## src/rtl/uart_boot_loader.sv

```systemverilog
// rtl/uart_boot_loader.sv - UART byte-stream boot loader writing the RV32I instruction memory
module uart_boot_loader #(
    parameter logic [7:0]  SYNC_BYTE      = 8'hA5,
    parameter int          MAX_WORDS      = 512,
    parameter logic [31:0] BASE_ADDR      = 32'h0000_0000,
    parameter int          TIMEOUT_CYCLES = 1000000
) (
    input  logic        clk,
    input  logic        rst_n,
    input  logic        rx_valid,
    input  logic [7:0]  rx_data,
    output logic        imem_we,
    output logic [31:0] imem_addr,
    output logic [31:0] imem_wdata,
    output logic        core_run,
    output logic        load_error,
    output logic [15:0] words_loaded
);

    localparam int TW = $clog2(TIMEOUT_CYCLES + 1);

    typedef enum logic [2:0] {
        ST_SYNC,
        ST_LEN_LO,
        ST_LEN_HI,
        ST_DATA,
        ST_CSUM,
        ST_DONE,
        ST_ERROR
    } state_t;

    state_t        state;
    state_t        next_state;
    logic [7:0]    count_lo;
    logic [15:0]   word_count;
    logic [15:0]   word_idx;
    logic [1:0]    byte_cnt;
    logic [31:0]   word_buf;
    logic [7:0]    csum;
    logic [TW-1:0] timer;
    logic [15:0]   len_full;
    logic          timed;
    logic          timeout_hit;
    logic          last_byte;

    assign len_full    = {rx_data, count_lo};
    assign timed       = (state == ST_LEN_LO) || (state == ST_LEN_HI) ||
                         (state == ST_DATA)   || (state == ST_CSUM);
    assign timeout_hit = timed && !rx_valid && (timer == TW'(TIMEOUT_CYCLES - 1));
    // Fourth byte of the final word: the write goes out as the FSM enters CSUM
    assign last_byte   = (byte_cnt == 2'd3) && (word_idx == word_count - 16'd1);

    assign core_run    = (state == ST_DONE);
    assign load_error  = (state == ST_ERROR);

    // State register
    always_ff @(posedge clk) begin
        if (!rst_n) state <= ST_SYNC;
        else        state <= next_state;
    end

    // Next-state decode; an idle timeout inside a frame overrides everything
    always_comb begin
        next_state = state;
        case (state)
            ST_SYNC:   if (rx_valid && rx_data == SYNC_BYTE) next_state = ST_LEN_LO;
            ST_LEN_LO: if (rx_valid) next_state = ST_LEN_HI;
            ST_LEN_HI: begin
                if (rx_valid) begin
                    if (len_full > 16'(MAX_WORDS)) next_state = ST_ERROR;
                    else if (len_full == 16'd0)    next_state = ST_CSUM;
                    else                           next_state = ST_DATA;
                end
            end
            ST_DATA:   if (rx_valid && last_byte) next_state = ST_CSUM;
            ST_CSUM:   if (rx_valid) next_state = (rx_data == csum) ? ST_DONE : ST_ERROR;
            ST_DONE:   next_state = ST_DONE;
            ST_ERROR:  if (rx_valid && rx_data == SYNC_BYTE) next_state = ST_LEN_LO;
            default:   next_state = ST_SYNC;
        endcase
        if (timeout_hit) next_state = ST_ERROR;
    end

    // Idle counter: runs only inside a frame, cleared by every accepted byte
    always_ff @(posedge clk) begin
        if (!rst_n || !timed || rx_valid) timer <= '0;
        else                              timer <= timer + TW'(1);
    end

    // Frame datapath: length latch, word assembly, checksum and memory write
    always_ff @(posedge clk) begin
        if (!rst_n) begin
            count_lo     <= 8'd0;
            word_count   <= 16'd0;
            word_idx     <= 16'd0;
            byte_cnt     <= 2'd0;
            word_buf     <= 32'd0;
            csum         <= 8'd0;
            imem_we      <= 1'b0;
            imem_addr    <= BASE_ADDR;
            imem_wdata   <= 32'd0;
            words_loaded <= 16'd0;
        end else begin
            imem_we <= 1'b0;
            if (rx_valid) begin
                case (state)
                    ST_LEN_LO: count_lo <= rx_data;
                    ST_LEN_HI: begin
                        if (len_full <= 16'(MAX_WORDS)) begin
                            word_count   <= len_full;
                            word_idx     <= 16'd0;
                            byte_cnt     <= 2'd0;
                            csum         <= 8'd0;
                            words_loaded <= 16'd0;
                        end
                    end
                    ST_DATA: begin
                        word_buf <= {rx_data, word_buf[31:8]};
                        csum     <= csum ^ rx_data;
                        byte_cnt <= byte_cnt + 2'd1;
                        if (byte_cnt == 2'd3) begin
                            imem_we      <= 1'b1;
                            imem_wdata   <= {rx_data, word_buf[31:8]};
                            imem_addr    <= BASE_ADDR + {14'd0, word_idx, 2'b00};
                            word_idx     <= word_idx + 16'd1;
                            words_loaded <= words_loaded + 16'd1;
                        end
                    end
                    default: ;
                endcase
            end
        end
    end

endmodule
```

## config.mk

```make
export PLATFORM = sky130hd
export DESIGN_NAME = uart_boot_loader
export DESIGN_NICKNAME = d
export VERILOG_FILES = /design/src/rtl/uart_boot_loader.sv
export SDC_FILE = /design/constraint.sdc
export NUM_CORES = 1
export LEC_CHECK = 0
export CORE_MARGIN = 8
export CORE_UTILIZATION = 52
export CTS_BUF_LIST = sky130_fd_sc_hd__clkbuf_4 sky130_fd_sc_hd__clkbuf_8
export DETAILED_ROUTE_END_ITERATION = 6
export PLACE_DENSITY = 0.82
export SYNTH_ARGS = -nofsm -noshare
export SYNTH_HDL_FRONTEND = slang
export SYNTH_SLANG_ARGS = --single-unit
export TNS_END_PERCENT = 100
```

## constraint.sdc

```tcl
create_clock -name clk -period 4.45 [get_ports clk]
set_clock_uncertainty 0.05 [all_clocks]
set_input_delay 0.89 -clock clk [delete_from_list [all_inputs] [get_ports clk]]
set_output_delay 0.89 -clock clk [all_outputs]
set_load 0.02 [all_outputs]
```

==> qor.txt, run 1 <==
post-synth cell types - 54
Clock Tree Buf Depth - 2
Inserted Clock Buffers - 17
Final Hold Vio Count - 0
post-synthesis adder-cell area fraction - 0.838%
vias in the first global route - 5887
Die H - 136 um
Die X-Extent - 136 um
Global Route Usage Sum - 19.3%
drt first pass iters - 5
Synth Warn # - 0
# port buffers - 77
max cap viols - 0
Worst-path clk slew - 0.09 ns
CTS sink count - 162
DP HPWL - 12000 um
WP data required - 4.71 ns
Setup Crit Path Kind - in2reg
Compound-Gate Fraction of Synth Area - 13.8%
Final Net Count - 964
Inserted Diodes - 0
largest family of logic cells by synthesized area - simple AND/OR/NAND/NOR gates
Slew Limit Fails - 0
CTS tree - done
syn_area_per_cell - 8.30 sq um
DRC Markers - 0
Gate Count Post-Synth - 899
Row Count - 43
Global Route met2 Usage - 29.2%
met3 GRT Util - 6.72%
worst slew pin tran - 1.02 ns
Wirelength per Cell - 15.5 um
crit path DAT - 3.47 ns
DRT iter0 DRCs - 549
CP max FO - 10
total gr overflow - 0
Post-CTS Repair Setup Buffers - 0
Pwr Total - 0.00272 W
busiest layer in global routing - met2
# fillers - 1186
vias per cell - 5.45
area leader, netlist - dfxtp_1
clock latency at the later pin of the worst-skew pair - 0.46 ns
Tcrit/Tclk final - 72.1%
Final ANT Viol Nets - 0
asr flop ratio synth - 0%
RePlAce Congestion - 0.836
Most used DFF post-synth - dfxtp_1
mapped cell area - 7460 sq um
Top Ports - 94
number of flops mapped to enable cells by yosys - 0
VDD IR-drop max - 0.000326 V
critical path capture point type - flip-flop
CTS H-tree lvls - 4
Layout area overhead - 15.9%
Setup Slack @ Placement - 0.771 ns
Peak Freq - 0.312 GHz
mux cell area share after synthesis - 1.74%
Setup TNS - 0 ns
Pwr Density - 315 nW/um^2
post-synthesis simple-gate area fraction - 26.6%
top-area cell type share of the netlist area - 43.4%
initial antenna violation count - 0
xor and xnor area share after synthesis - 7.86%
final setup margin - 1.24 ns
first-pass GRT wire length - 29300 um
Startpoint Class - input port
outcome - finished, final reports clean
Lkg Pwr - 2.88 nW
Tmin final - 3.21 ns
fraction of layout cells with a size suffix above 1 - 5.83%
Via Count - 6223
pin count of the biggest net entering global routing - 65
sequential-to-total area share from yosys stat - 43.4%
die area - 18400 sq um
most frequent cell after synthesis - nand2_1
Area contributors post-synth - dfxtp_1 43%, nand2_1 9.6%, a21boi_0 8.7%, xnor2_1 5.2%, nor2_1 3.7%
Setup-failing EPs final - 0
Starting Density - 53.6%
root buffer selected by CTS - clkbuf_8
post-cts hold buffer count - 0
post-CTS sizing - 0
M1 GR Usage - 25.8%
RSZ-0062 raised after global routing - no
Hold Crit Class - reg2reg
final wirelength - 17600 um
core box area - 13900 sq um
worst hold margin - 0.416 ns
post-synthesis register bit count - 162
most instantiated cells after synthesis - 191 x nand2_1, 162 x dfxtp_1, 87 x a21boi_0
Worst slew margin - 31.7%
metrics by stage:
stage	cell area, sq um	utilization (%)	instances
after floorplan	7520	-	914
after global placement	8230	59.1	1109
after detailed placement	8230	59.1	1109
after CTS	8650	62.1	1141
after global routing	8650	62.1	1141
final	8650	62.1	1141
metal layers:
layer / wire, um / vias up / part of all wire, %
met1: 8330 / 2939 / 47
met5: 0 / - / 0
li1: - / 3092 / -
met2: 7920 / 173 / 45
met4: 187 / 0 / 1.1
met3: 1210 / 19 / 6.9
cells in the final DEF (no fill, tap or decap), types with 3 or more instances in the layout:
cell / instances
a21boi_0: 87
a21oi_1: 9
a22oi_1: 4
and2_1: 8
and3_1: 11
buf_4: 13
clkbuf_8: 19
clkdlybuf4s50_1: 76
clkinv_4: 3
conb_1: 16
dfxtp_1: 162
ha_1: 5
inv_1: 11
inv_6: 4
mux2i_1: 13
nand2_1: 191
nand2b_1: 11
nand3_1: 38
nand4_1: 18
nor2_1: 73
nor2b_1: 17
nor3_1: 15
nor3b_1: 4
nor4_1: 14
nor4_2: 3
nor4b_1: 5
o211a_1: 3
o211ai_1: 3
o21a_1: 3
o21ai_0: 11
o22ai_1: 3
o31ai_1: 3
or3_1: 4
or4_1: 4
xnor2_1: 44
xor2_1: 23
state kept, by name, indices dropped and copies added, names as in the netlist:
name          cells
word_count       16
word_idx         16
count_lo          8
words_loaded     16
state             3
timer            20
imem_we           1
word_buf         24
csum              8
imem_addr        16
byte_cnt          2
imem_wdata       32
final cells by class:
| type | instances | area, sq um | area share, % |
|---|---|---|---|
| clock inverters | 12 | 145 | 1.68 |
| multi-input cells | 666 | 3860 | 44.6 |
| flip-flops and latches | 162 | 3240 | 37.5 |
| well taps | 180 | 225 | 2.60 |
| clock buffers | 20 | 269 | 3.11 |
| inverters | 11 | 41.3 | 0.477 |
| repair buffers | 90 | 863 | 9.98 |
cell families (layout without fill, tap and decap cells):
family          count (synthesis)  after routing
simple gates                  424            424
flops                         162            162
compound gates                141            141
buf+inv                        86            133
xor+xnor                       67             67
mux                            13             13
fa+ha+maj                       5              5
other cells                     1             16
power breakdown:
group / switching [W] / internal [W] / total [W] / leakage, nW
clock: 0.000577 / 0.000547 / 0.00112 / 0.210
combinational: 0.0000843 / 0.0000476 / 0.000132 / 1.37
sequential: 0.0000117 / 0.00146 / 0.00147 / 1.30
path summary, 6_finish.rpt:
check / start / to / slack (ns) / depth (start not counted)
worst max register to register: state[2] / csum[1] / 1.83 / 6
worst min-delay path: imem_wdata[24] / imem_wdata[24] / 0.42 / 2
worst min register to register: imem_wdata[24] / imem_wdata[24] / 0.42 / 2
worst max-delay path: rx_data[3] / state[0] / 1.24 / 7
worst max-delay path, stage by stage:
cell	delay (ns)
clkdlybuf4s50_1	0.61
or4_1	0.57
or3_1	0.41
a211oi_2	0.25
nand4_1	0.15
o41ai_2	0.46
a211oi_1	0.13
(Power assumes the default switching activity.)
==> run 2: changes to the inputs <==
--- a/config.mk
+++ b/config.mk
@@ -9,7 +9,7 @@
 export CORE_UTILIZATION = 52
 export CTS_BUF_LIST = sky130_fd_sc_hd__clkbuf_4 sky130_fd_sc_hd__clkbuf_8
 export DETAILED_ROUTE_END_ITERATION = 6
-export PLACE_DENSITY = 0.82
+export PLACE_DENSITY = 0.85
 export SYNTH_ARGS = -nofsm -noshare
 export SYNTH_HDL_FRONTEND = slang
 export SYNTH_SLANG_ARGS = --single-unit
==> constraint.sdc (replaced) <==
create_clock -name clk -period 2.67 [get_ports clk]
set_clock_uncertainty 0.05 [all_clocks]
set_input_delay 0.534 -clock clk [delete_from_list [all_inputs] [get_ports clk]]
set_output_delay 0.534 -clock clk [all_outputs]
set_load 0.02 [all_outputs]
==> qor.txt, run 2 (synthesized netlist as in run 1, its figures left out) <==
Global Route Usage Sum - 20.2% (was 19.3%)
Wirelength per Cell - 15.9 um (was 15.5 um)
Placed Cells incl. Taps - 1130 (was 1109)
flop2flop setup slack - 0.14 ns (was 1.83 ns)
Top Ports - 94 (unchanged)
Starting Density - 53.6% (unchanged)
Worst slew margin - 59.0% (was 31.7%)
post-CTS sizing - 0 (unchanged)
Tmin final - 2.53 ns
root buffer selected by CTS - clkbuf_8 (unchanged)
first-pass GRT wire length - 30400 um (was 29300 um)
busiest layer in global routing - met2 (unchanged)
fraction of layout cells with a size suffix above 1 - 7.85% (was 5.83%)
CP max stage delay - 0.58 ns (was 0.61 ns)
CTS sink count - 162 (unchanged)
Setup Slack @ Placement - -0.388 ns (was 0.771 ns)
Post-CTS Repair Setup Buffers - 0 (unchanged)
Setup Crit Path Kind - reg2reg (was in2reg)
slowest CP cell - or4_4 (was clkdlybuf4s50_1)
RSZ-0062 raised after global routing - no (unchanged)
Largest Register - imem_wdata (unchanged)
vias in the first global route - 6072 (was 5887)
pin count of the biggest net entering global routing - 60 (was 65)
CTS tree - done (unchanged)
max cap viols - 0 (unchanged)
Hold Crit Class - in2reg (was reg2reg)
commonest non-fill, non-tap cell in the layout - nand2_1 (unchanged)
drt first pass iters - 5 (unchanged)
Slew Limit Fails - 0 (unchanged)
DRT iter0 DRCs - 580 (was 549)
Clock Tree Buf Depth - 2 (unchanged)
final wirelength - 18500 um (was 17600 um)
crit-path cells - or4_4, o21a_1, o41ai_1, o22ai_1, o41ai_4, a211oi_1 (was clkdlybuf4s50_1, or4_1, or3_1, a211oi_2, nand4_1, o41ai_2, a211oi_1)
CTS H-tree lvls - 4 (unchanged)
Inserted Clock Buffers - 17 (unchanged)
RePlAce Congestion - 0.902 (was 0.836)
Row Count - 43 (unchanged)
M1 GR Usage - 26.8% (was 25.8%)
Final Net Count - 985 (was 964)
Tcrit/Tclk final - 94.9%
Setup TNS - 0 ns (unchanged)
Final Util - 63.3% (was 62.1%)
Global Route met2 Usage - 31.1% (was 29.2%)
Setup-failing EPs final - 0 (unchanged)
Layout area overhead - 18.2% (was 15.9%)
Final Non-Filler Cells - 1161 (was 1141)
post-cts hold buffer count - 0 (unchanged)
commonest cells after routing, fill and taps aside - 191 x nand2_1, 162 x dfxtp_1, 87 x a21boi_0, 76 x clkdlybuf4s50_1, 73 x nor2_1 (unchanged)
die area - 18400 sq um (unchanged)
Worst-path clk slew - 0.09 ns (about the same)
total gr overflow - 0 (unchanged)
Die X-Extent - 136 um (unchanged)
Via Count - 6441 (was 6223)
biggest regs - imem_wdata (32), word_buf (24), timer (20) (unchanged)
crit path DAT - 2.81 ns (was 3.47 ns)
Die H - 136 um (unchanged)
Final Hold Vio Count - 0 (unchanged)
Pwr Density - 502 nW/um^2 (was 315 nW/um^2)
clock latency at the later pin of the worst-skew pair - 0.45 ns (was 0.46 ns)
# port buffers - 77 (unchanged)
Inserted Diodes - 0 (unchanged)
Lkg Pwr - 3.01 nW (was 2.88 nW)
vias per cell - 5.55 (was 5.45)
initial antenna violation count - 0 (unchanged)
outcome - finished, final reports clean (unchanged)
met3 GRT Util - 5.94% (was 6.72%)
Peak Freq - 0.395 GHz
core box area - 13900 sq um (unchanged)
max reg flops - 32 (unchanged)
DP HPWL - 12900 um (was 12000 um)
final setup margin - 0.137 ns (was 1.24 ns)
Startpoint Class - flip-flop (was input port)
WP data required - 2.94 ns (was 4.71 ns)
DRC Markers - 0 (unchanged)
worst hold margin - 0.348 ns (was 0.416 ns)
worst slew pin tran - 0.614 ns (was 1.02 ns)
Final ANT Viol Nets - 0 (unchanged)
CP max FO - 5 (was 10)
VDD IR-drop max - 0.000508 V (was 0.000326 V)
critical path capture point type - flip-flop (unchanged)
run 2: changes by cell type in the layout (fill, tap and decap cells not counted), sizes merged:
cell,delta
buf,+21
clkbuf,-3
inv,+3
bufinv,-1
clkinv,+1
clkinvlp,-1
run 2: report_power, final:
group	internal (W)	switching (W)	total (W)
registers	0.00243	0.0000203	0.00245
logic	0.0000980	0.000144	0.000242
clock network	0.000766	0.000980	0.00175
total	0.00329	0.00114	0.00443
run 2: per-stage QoR:
step | power, W | cell area (sq um)
5_1_grt | 0.00458 | 8820
6_report | 0.00443 | 8820
4_1_cts | 0.00446 | 8810
3_5_place_dp | 0.00274 | 8430
2_1_floorplan | 0.00268 | 7520
3_3_place_gp | 0.00273 | 8430
run 2: final timing paths:
path	from	endpoint	depth (start not counted)
setup / recovery	word_count[0]	state[0]	6
hold / removal	rst_n	timer[1]	2
setup reg to reg	word_count[0]	state[0]	6
hold reg to reg	imem_wdata[11]	imem_wdata[11]	2
run 2: layout make-up:
type,instances,area (sq um)
Fill cell,1133,5110
Multi-Input combinational cell,666,3880
Sequential cell,162,3240
Timing Repair Buffer,111,1060
Clock buffer,17,234
Tap cell,180,225
Clock inverter,14,144
Inverter,11,41.3
run 2: worst max-delay path, delay by kind of cell (launching register included):
family / cells / cell delay [ns]
DFF: 1 / 0.39
and+or+nand+nor: 1 / 0.58
AOI/OAI and AO/OA: 5 / 1.37
run 2: routing by layer:
metal | routed length [um] | up-vias
met5 | 0 | -
met2 | 8480 | 213
met3 | 1480 | 21
met4 | 231 | 0
met1 | 8320 | 3068
li1 | - | 3139
